===== src/rtl/poly_fir_stage2.sv =====
// poly_fir_stage2: decimate-by-4 low-pass FIR built on one sequential MAC over a circular sample RAM.
// Optional sticky status flags (sat_flag, overrun_flag, status_clr) are enabled by `define POLY_FIR_STAGE2_STATUS_EN.
module poly_fir_stage2 #(
    parameter int DECIMATION_FACTOR = 4,
    parameter int TAP_LEN           = 32,
    parameter int DATA_WIDTH        = 16,
    parameter int COEF_WIDTH        = 16,
    parameter int BUF_LEN           = 64,
    // Triangular-on-pedestal low-pass, coef[i] at bits [i*COEF_WIDTH +: COEF_WIDTH], sum 32768 (unity gain at >>>15)
    parameter logic [TAP_LEN*COEF_WIDTH-1:0] COEFS = {
        16'h0220, 16'h0260, 16'h02A0, 16'h02E0, 16'h0320, 16'h0360, 16'h03A0, 16'h03E0,
        16'h0420, 16'h0460, 16'h04A0, 16'h04E0, 16'h0520, 16'h0560, 16'h05A0, 16'h05E0,
        16'h05E0, 16'h05A0, 16'h0560, 16'h0520, 16'h04E0, 16'h04A0, 16'h0460, 16'h0420,
        16'h03E0, 16'h03A0, 16'h0360, 16'h0320, 16'h02E0, 16'h02A0, 16'h0260, 16'h0220
    }
) (
    input  logic                  clk,
    input  logic                  rst_n,
    input  logic                  din_valid,
    input  logic [DATA_WIDTH-1:0] din,
`ifdef POLY_FIR_STAGE2_STATUS_EN
    input  logic                  status_clr,
    output logic                  sat_flag,
    output logic                  overrun_flag,
`endif
    output logic                  dout_valid,
    output logic [DATA_WIDTH-1:0] dout
);

    localparam int ADDR_W = $clog2(BUF_LEN);
    localparam int TAP_W  = $clog2(TAP_LEN);
    localparam int FILL_W = $clog2(TAP_LEN + 1);
    localparam int PH_W   = (DECIMATION_FACTOR > 1) ? $clog2(DECIMATION_FACTOR) : 1;
    localparam int PROD_W = DATA_WIDTH + COEF_WIDTH;
    localparam int ACC_W  = PROD_W + $clog2(TAP_LEN);
    localparam logic signed [ACC_W-1:0] Y_MAX      = ACC_W'((2 ** (DATA_WIDTH - 1)) - 1);
    localparam logic signed [ACC_W-1:0] Y_MIN      = ~Y_MAX;
    localparam logic signed [ACC_W-1:0] ROUND_BIAS = ACC_W'(2 ** (COEF_WIDTH - 2));

    typedef enum logic [1:0] {IDLE, PRIME, MAC, DONE} state_t;

    state_t                  st, st_next;
    logic [DATA_WIDTH-1:0]   sram [BUF_LEN];
    logic [DATA_WIDTH-1:0]   rd_data;
    logic [ADDR_W-1:0]       wr_ptr, rd_addr;
    logic [PH_W-1:0]         phase_cnt;
    logic [FILL_W-1:0]       fill_cnt, fill_next, fill_cap;
    logic [TAP_W-1:0]        tap;
    logic signed [ACC_W-1:0] acc, prod_ext, rounded, shifted;
    logic signed [DATA_WIDTH-1:0] gated, y;
    logic signed [COEF_WIDTH-1:0] coef;
    logic signed [PROD_W-1:0]     prod;
    logic                    trigger;

    assign trigger   = din_valid && (phase_cnt == PH_W'(DECIMATION_FACTOR - 1));
    assign fill_next = (fill_cnt == FILL_W'(TAP_LEN)) ? fill_cnt : fill_cnt + FILL_W'(1);

    // Sample RAM is never reset; fill_cap masks whatever history predates the last reset.
    always_ff @(posedge clk) begin
        if (din_valid) begin
            sram[wr_ptr] <= din;
        end
        rd_data <= sram[rd_addr];
    end

    always_comb begin
        coef     = COEFS[int'(tap) * COEF_WIDTH +: COEF_WIDTH];
        gated    = (FILL_W'(tap) < fill_cap) ? rd_data : '0;
        prod     = gated * coef;
        prod_ext = {{(ACC_W - PROD_W){prod[PROD_W-1]}}, prod};
        rounded  = acc + ROUND_BIAS;
        shifted  = rounded >>> (COEF_WIDTH - 1);
        if (shifted > Y_MAX) begin
            y = Y_MAX[DATA_WIDTH-1:0];
        end else if (shifted < Y_MIN) begin
            y = Y_MIN[DATA_WIDTH-1:0];
        end else begin
            y = shifted[DATA_WIDTH-1:0];
        end
    end

    always_ff @(posedge clk or negedge rst_n) begin
        if (!rst_n) begin
            st <= IDLE;
        end else begin
            st <= st_next;
        end
    end

    // Triggers outside IDLE fall through unchanged: the running computation always completes.
    always_comb begin
        st_next = st;
        case (st)
            IDLE:    if (trigger) st_next = PRIME;
            PRIME:   st_next = MAC;
            MAC:     if (tap == TAP_W'(TAP_LEN - 1)) st_next = DONE;
            DONE:    st_next = IDLE;
            default: st_next = IDLE;
        endcase
    end

    always_ff @(posedge clk or negedge rst_n) begin
        if (!rst_n) begin
            wr_ptr     <= '0;
            rd_addr    <= '0;
            phase_cnt  <= '0;
            fill_cnt   <= '0;
            fill_cap   <= '0;
            tap        <= '0;
            acc        <= '0;
            dout       <= '0;
            dout_valid <= 1'b0;
        end else begin
            dout_valid <= 1'b0;
            if (din_valid) begin
                wr_ptr    <= (wr_ptr == ADDR_W'(BUF_LEN - 1)) ? '0 : wr_ptr + ADDR_W'(1);
                phase_cnt <= (phase_cnt == PH_W'(DECIMATION_FACTOR - 1)) ? '0 : phase_cnt + PH_W'(1);
                fill_cnt  <= fill_next;
            end
            // The read address walks backwards from the trigger sample, so tap 0 is the newest sample.
            case (st)
                IDLE: begin
                    if (trigger) begin
                        rd_addr  <= wr_ptr;
                        tap      <= '0;
                        acc      <= '0;
                        fill_cap <= fill_next;
                    end
                end
                PRIME: begin
                    rd_addr <= (rd_addr == '0) ? ADDR_W'(BUF_LEN - 1) : rd_addr - ADDR_W'(1);
                end
                MAC: begin
                    acc     <= acc + prod_ext;
                    tap     <= tap + TAP_W'(1);
                    rd_addr <= (rd_addr == '0) ? ADDR_W'(BUF_LEN - 1) : rd_addr - ADDR_W'(1);
                end
                DONE: begin
                    dout       <= y;
                    dout_valid <= 1'b1;
                end
                default: ;
            endcase
        end
    end

`ifdef POLY_FIR_STAGE2_STATUS_EN
    // Sticky flags: a set event in the same cycle as status_clr keeps the flag high.
    always_ff @(posedge clk or negedge rst_n) begin
        if (!rst_n) begin
            sat_flag     <= 1'b0;
            overrun_flag <= 1'b0;
        end else begin
            if (st == DONE && (shifted > Y_MAX || shifted < Y_MIN)) begin
                sat_flag <= 1'b1;
            end else if (status_clr) begin
                sat_flag <= 1'b0;
            end
            if (trigger && st != IDLE) begin
                overrun_flag <= 1'b1;
            end else if (status_clr) begin
                overrun_flag <= 1'b0;
            end
        end
    end
`endif

endmodule


===== config.mk =====
export PLATFORM = sky130hd
export DESIGN_NAME = poly_fir_stage2
export DESIGN_NICKNAME = d
export VERILOG_FILES = /design/src/rtl/poly_fir_stage2.sv
export SDC_FILE = /design/constraint.sdc
export NUM_CORES = 1
export LEC_CHECK = 0
export BUFFER_PORTS_ARGS = -buffer_cell sky130_fd_sc_hd__buf_2
export CELL_PAD_IN_SITES_DETAIL_PLACEMENT = 1
export CELL_PAD_IN_SITES_GLOBAL_PLACEMENT = 2
export CORE_ASPECT_RATIO = 0.7
export CORE_MARGIN = 2
export CORE_UTILIZATION = 40
export CTS_BUF_LIST = sky130_fd_sc_hd__clkbuf_4
export CTS_CLUSTER_SIZE = 8
export DETAILED_ROUTE_END_ITERATION = 7
export GPL_TIMING_DRIVEN = 0
export PLACE_DENSITY = 0.65
export RECOVER_POWER = 25
export SETUP_SLACK_MARGIN = 0.4
export SYNTH_ARGS = -nofsm -noshare
export SYNTH_HDL_FRONTEND = slang
export SYNTH_SLANG_ARGS = --single-unit

===== constraint.sdc =====
create_clock -name clk -period 8.3 [get_ports clk]
set_input_delay 1.66 -clock clk [delete_from_list [all_inputs] [get_ports clk]]
set_output_delay 1.66 -clock clk [all_outputs]
set_load 0.01 [all_outputs]

After elaboration in Yosys (flattened, before gate mapping)
Memory sizes are Yosys's and may differ from the RTL's. A register that Yosys moved wholly into a read port is not among the register bits.
Cells that the tools add are included.
Widths: inputs -> output; s select.
{"block": "word_totals", "regBits": 87, "mem_bits_rw": 1024, "in_bits": 19, "output_inout_bits": 17, "wordCells": 61, "n_memories": 1}
{"block": "classes", "add_sub_neg": 7, "n_mul": 1, "order_cmp": 3, "eq_ne": 9, "shift": 1, "muxes": 19, "n_reduce_logical": 10}
{"name": "sram", "words": 64, "word_bits": 16, "rd": 1, "rd_ports_with_merged_regs": 1, "wr": 1, "line_no": "43", "source": "logic [DATA_WIDTH-1:0] sram [BUF_LEN];"}
{"op": "$shiftx 512x10->16 const A", "n": 1}
{"op": "$pmux 37 s2", "n": 1}
{"op": "$mux 16", "n": 3}
{"op": "$add 37x16->37 const B", "n": 1}
{"op": "$add 37x32->37", "n": 1}
{"op": "$mux 37", "n": 1}
{"op": "$mul 16x16->32", "n": 1}
{"op": "$mux 6", "n": 4}
{"op": "$gt 22x16->1 const B", "n": 1}
{"op": "$lt 22x16->1 const B", "n": 1}
{"op": "$add 6x1->6 const B", "n": 2}
{"op": "$eq 6x6->1 const B", "n": 2}
{"op": "$pmux 6 s2", "n": 1}
{"op": "$pmux 5 s2", "n": 1}
{"op": "$pmux 2 s4", "n": 1}
{"op": "$reduce_and 2->1", "n": 4}
{"op": "$eq 2x2->1 const B", "n": 3}
{"op": "$logic_not 6->1", "n": 1}
{"op": "$lt 5x6->1", "n": 1}
{"op": "$mux 2", "n": 3}
{"op": "$sub 6x1->6 const B", "n": 1}
{"op": "$add 5x1->5 const B", "n": 1}
{"op": "$eq 5x5->1 const B", "n": 1}
{"op": "$mux 5", "n": 1}
{"op": "8 further kinds", "n": 12}

Depth between registers and ports, before layout
{"block": "logic_depth", "depth_word": 5, "ltp_mapped": 30, "ltp_nobuf": 28}

Worst setup path before layout
No wires, ideal clock.
{"block": "synth_path", "kind": "register -> register", "start": "register tap[1]", "end": "register acc[26]", "setup_ps": 122, "t_arrival_ps": 7312, "required_ps": 8178, "slack_ps": 866, "stages_incl_launch_ff": 28, "n_path_buf": 1, "period_less_slack_ps": 7434, "cell_sequence": "dfrtp_1 -> ha_1 -> a21o_1 -> a21o_1 -> a21o_1 -> a21o_1 -> a21boi_0 -> clkbuf_1 -> nand2_1 -> fa_1 -> inv_1 -> ha_1 -> fa_1 -> inv_1 -> fa_1 -> inv_1 -> fa_1 -> inv_1 -> fa_1 -> inv_1 -> ha_1 -> a21o_1 -> a31o_1 -> or4_1 -> a31o_1 -> o211a_1 -> or3_1 -> a32o_1"}
{"block": "synth_via", "elab_chain_cells": 5, "word_cells_on_any_way": 6, "cone_classes": "add/sub: 1; mul: 1; order compare: 1; shift: 1; mux: 2"}
{"element": "start: declaration", "line_no": "48", "source": "logic [TAP_W-1:0] tap;"}
{"element": "start signal: assignment", "line_no": "135", "source": "tap <= tap + TAP_W'(1);"}
{"element": "parallel branches: the longest is 2 deep, another holds $shiftx 512x10->16"}
{"element": "$mul 16x16->32 (*)", "line_no": "69", "source": "prod = gated * coef;"}
{"element": "$add 37x32->37 (*)", "line_no": "134", "source": "acc <= acc + prod_ext;"}
{"element": "$pmux 37 s2 (*)", "line_no": "121", "source": "case (st)"}
{"element": "end signal: assignment", "line_no": "134"}
{"element": "end: declaration", "line_no": "49", "source": "logic signed [ACC_W-1:0] acc, prod_ext, rounded, shifted;"}
Every way passes the cells marked *.
A chain may end at the register's enable or synchronous reset.

Final worst setup path
Ends and elaborated chain as after synthesis.

==> results_dict.tcl <==
set metrics [dict create \
    status "finished, violations left" \
    violations "capacitance limit, slew limit" \
    cts_tree "built" \
    layout_common_cells "1,024 x edfxtp_1, 426 x clkbuf_4, 336 x mux4_2" \
    placed_area_um2 53300 \
    avgSynthCellArea_um2 18.1 \
    hpwl_um 96400 \
    hp-class "reg -> reg" \
    async_flop_share_pct 7.31 \
    row_count 108 \
    drc_errors 0 \
    ys_warn_count 0 \
    place_congestion 0.861 \
    design_area_um2 57100 \
    min_period_ns 7.61 \
    holdWs_ns 0.488 \
    grt_use_total_pct 22.3 \
    cp.arrival_ns 8.71 \
    drtIter0Drc 2546 \
    port-buffer-count 34 \
    dieHeight_um 300 \
    synth.distinct_cells 62 \
    postCtsHoldBufs 0 \
    grt_start_max_net_pins 65 \
    synth_area_um2 50000 \
    start_util_pct 40.3 \
    via_per_inst 5.48 \
    cts_htree_levels 5 \
    die_area_um2 128000 \
    max_clock_freq_mhz 131 \
    maxCapViolations 11 \
    cp-end-kind "flip-flop" \
    tightest_slew_ns 3.75 \
    synthTopCellsByArea "edfxtp_1 62%, mux4_2 15%, dfrtp_1 4.1%" \
    postRouteAntennaNets 0 \
    numCtsBuffers 300 \
    syn_inst 2766 \
    synth_seq_area_share_pct 66.3 \
    clkLatencyLatePin_ns 1.24 \
    grt_first_pass_wirelength_um 204000 \
    clk_path_buf_depth 4 \
    crit_type "reg -> reg" \
    grt_overflow 0 \
    antenna_found_initial 16 \
    ys.flop_type "edfxtp_1" \
    final_max_slew_viol_count 590 \
    cp-start-kind "flip-flop" \
    final_common_cell "edfxtp_1" \
    wirelength_um 139000 \
    cts.clk_slew.worst_paths_ns 0.06 \
    synth-edff-count 1024 \
    synth_top_area_share_pct 61.5 \
    root_buffer "clkbuf_4" \
    wl_per_cell_um 27.5 \
    clock_skew_ns 0.0964 \
    synth_largest_area_cell "edfxtp_1" \
    relSlewSlack_pct -150 \
    drt_first_pass_iters 5 \
    path_max_fanout 7 \
    synth-seq-cells 1122 \
    dieWidth_um 427 \
    reg2reg_slack_ns 0.69 \
    vias 27600 \
    finalHoldViolations 0 \
    syn_to_final_growth_pct 14.2 \
    grt_pass1_vias 29400 \
    core_region_area_um2 124000 \
    final-setup-viol-count 0 \
    worstPathRequired_ns 9.40 \
    finalCritPeriodShare_pct 91.7 \
    finalNetCount 3450 \
    grt_setup_unrepaired "true" \
    drive_above_1_share_pct 29.0 \
    cts_sinks 1122 \
    io_pins 36 \
]
-- logic make-up after synthesis --
group	Yosys count	share of synthesized area [%]
fa+ha+maj	256	7.94
buf+inv	360	2.76
simple gates	417	4.21
mux	343	15.3
xor+xnor	59	1.03
flops	1122	66.3
other cells	1	0.00750
compound gates	208	2.52
-- worst max-delay path: stages, from the launching register on --
cell and delay [ns]:
dfrtp_2 0.45, ha_1 0.29, a21o_1 0.16, a21o_1 0.17
a21o_1 0.19, a21o_4 0.28, a21oi_4 0.26, buf_8 0.19
nand2_1 0.08, fa_1 0.51, inv_1 0.04, ha_1 0.21
fa_1 0.53, inv_1 0.05, fa_1 0.47, inv_1 0.05
fa_1 0.52, inv_1 0.05, fa_1 0.53, inv_1 0.06
ha_4 0.26, a21o_1 0.20, a31o_1 0.26, or4_1 0.56
a31o_4 0.29, o211a_1 0.25, or3_1 0.36, a32o_1 0.24
-- synth_stat cells (all sizes together), types with 8 or more instances --
cell type / n
a21o: 13
a21oi: 63
and2: 77
and3: 10
and4: 10
buf: 38
clkbuf: 87
dfrtp: 82
dfxtp: 16
edfxtp: 1024
fa: 102
ha: 154
inv: 235
mux4: 336
nand2: 100
nand2b: 12
nand3: 29
nand4: 13
nor2: 102
nor2b: 27
nor3: 13
o211ai: 8
o21ai: 74
xnor2: 39
xor2: 20
-- stage by stage --
stage | setup slack, ns | TNS (ns) | cells | util, %
floorplan | 0.866 | 0 | 2768 | -
global placement | -0.611 | -5.50 | 4452 | 42.2
detailed placement | -0.725 | -7.87 | 4512 | 43.0
CTS | 0.411 | 0 | 5020 | 46.0
global route | 0.308 | 0 | 5032 | 46.1
finish | 0.688 | 0 | 5039 | 46.1
-- cell type report --
| cell class | instances | area (um2) |
|---|---|---|
| sequential | 1122 | 33100 |
| antenna | 12 | 30.0 |
| multi-input combinational | 1286 | 15800 |
| inverter | 235 | 882 |
| clock inverter | 78 | 360 |
| fill | 11900 | 66800 |
| tap | 1650 | 2060 |
| timing repair buffer | 105 | 1120 |
| clock buffer | 426 | 3200 |
| buffer | 125 | 539 |
-- metal layers --
layer	share of wire (%)	up-vias	wire length [um]	global-route usage, %
met5	0	-	0	0
met4	1.7	0	2390	6.54
met1	49	14800	67600	35.6
li1	-	11700	-	-
met2	42	980	58000	30.4
met3	7.7	186	10700	4.95
-- sequential cells by signal (all words and copies together) (netlist names) --
name and flops:
st 2, rd_data 16, rd_addr 6, dout_valid 1, fill_cnt 6, dout 16, fill_cap 6, wr_ptr 6
sram 1024, tap 5, phase_cnt 2, acc 32
-- path summary, 6_finish.rpt --
path | start | depth (start not counted) | to
max | tap[1] | 27 | acc[26]
min | fill_cap[1] | 2 | fill_cap[1]
max reg2reg | tap[1] | 27 | acc[26]
min reg2reg | fill_cap[1] | 2 | fill_cap[1]
max in group asynchronous | rst_n | 2 | tap[1]
min in group asynchronous | rst_n | 1 | acc[10]
-- timing repair --
item	4_1_cts	5_1_grt
pin swaps	5	3
endpoints found under the setup margin	23	13
gates resized for setup	23	20
buffers inserted	4	3
Power is not shown: default switching activity piles up to over one toggle a cycle in this logic, so the estimate is an artifact.
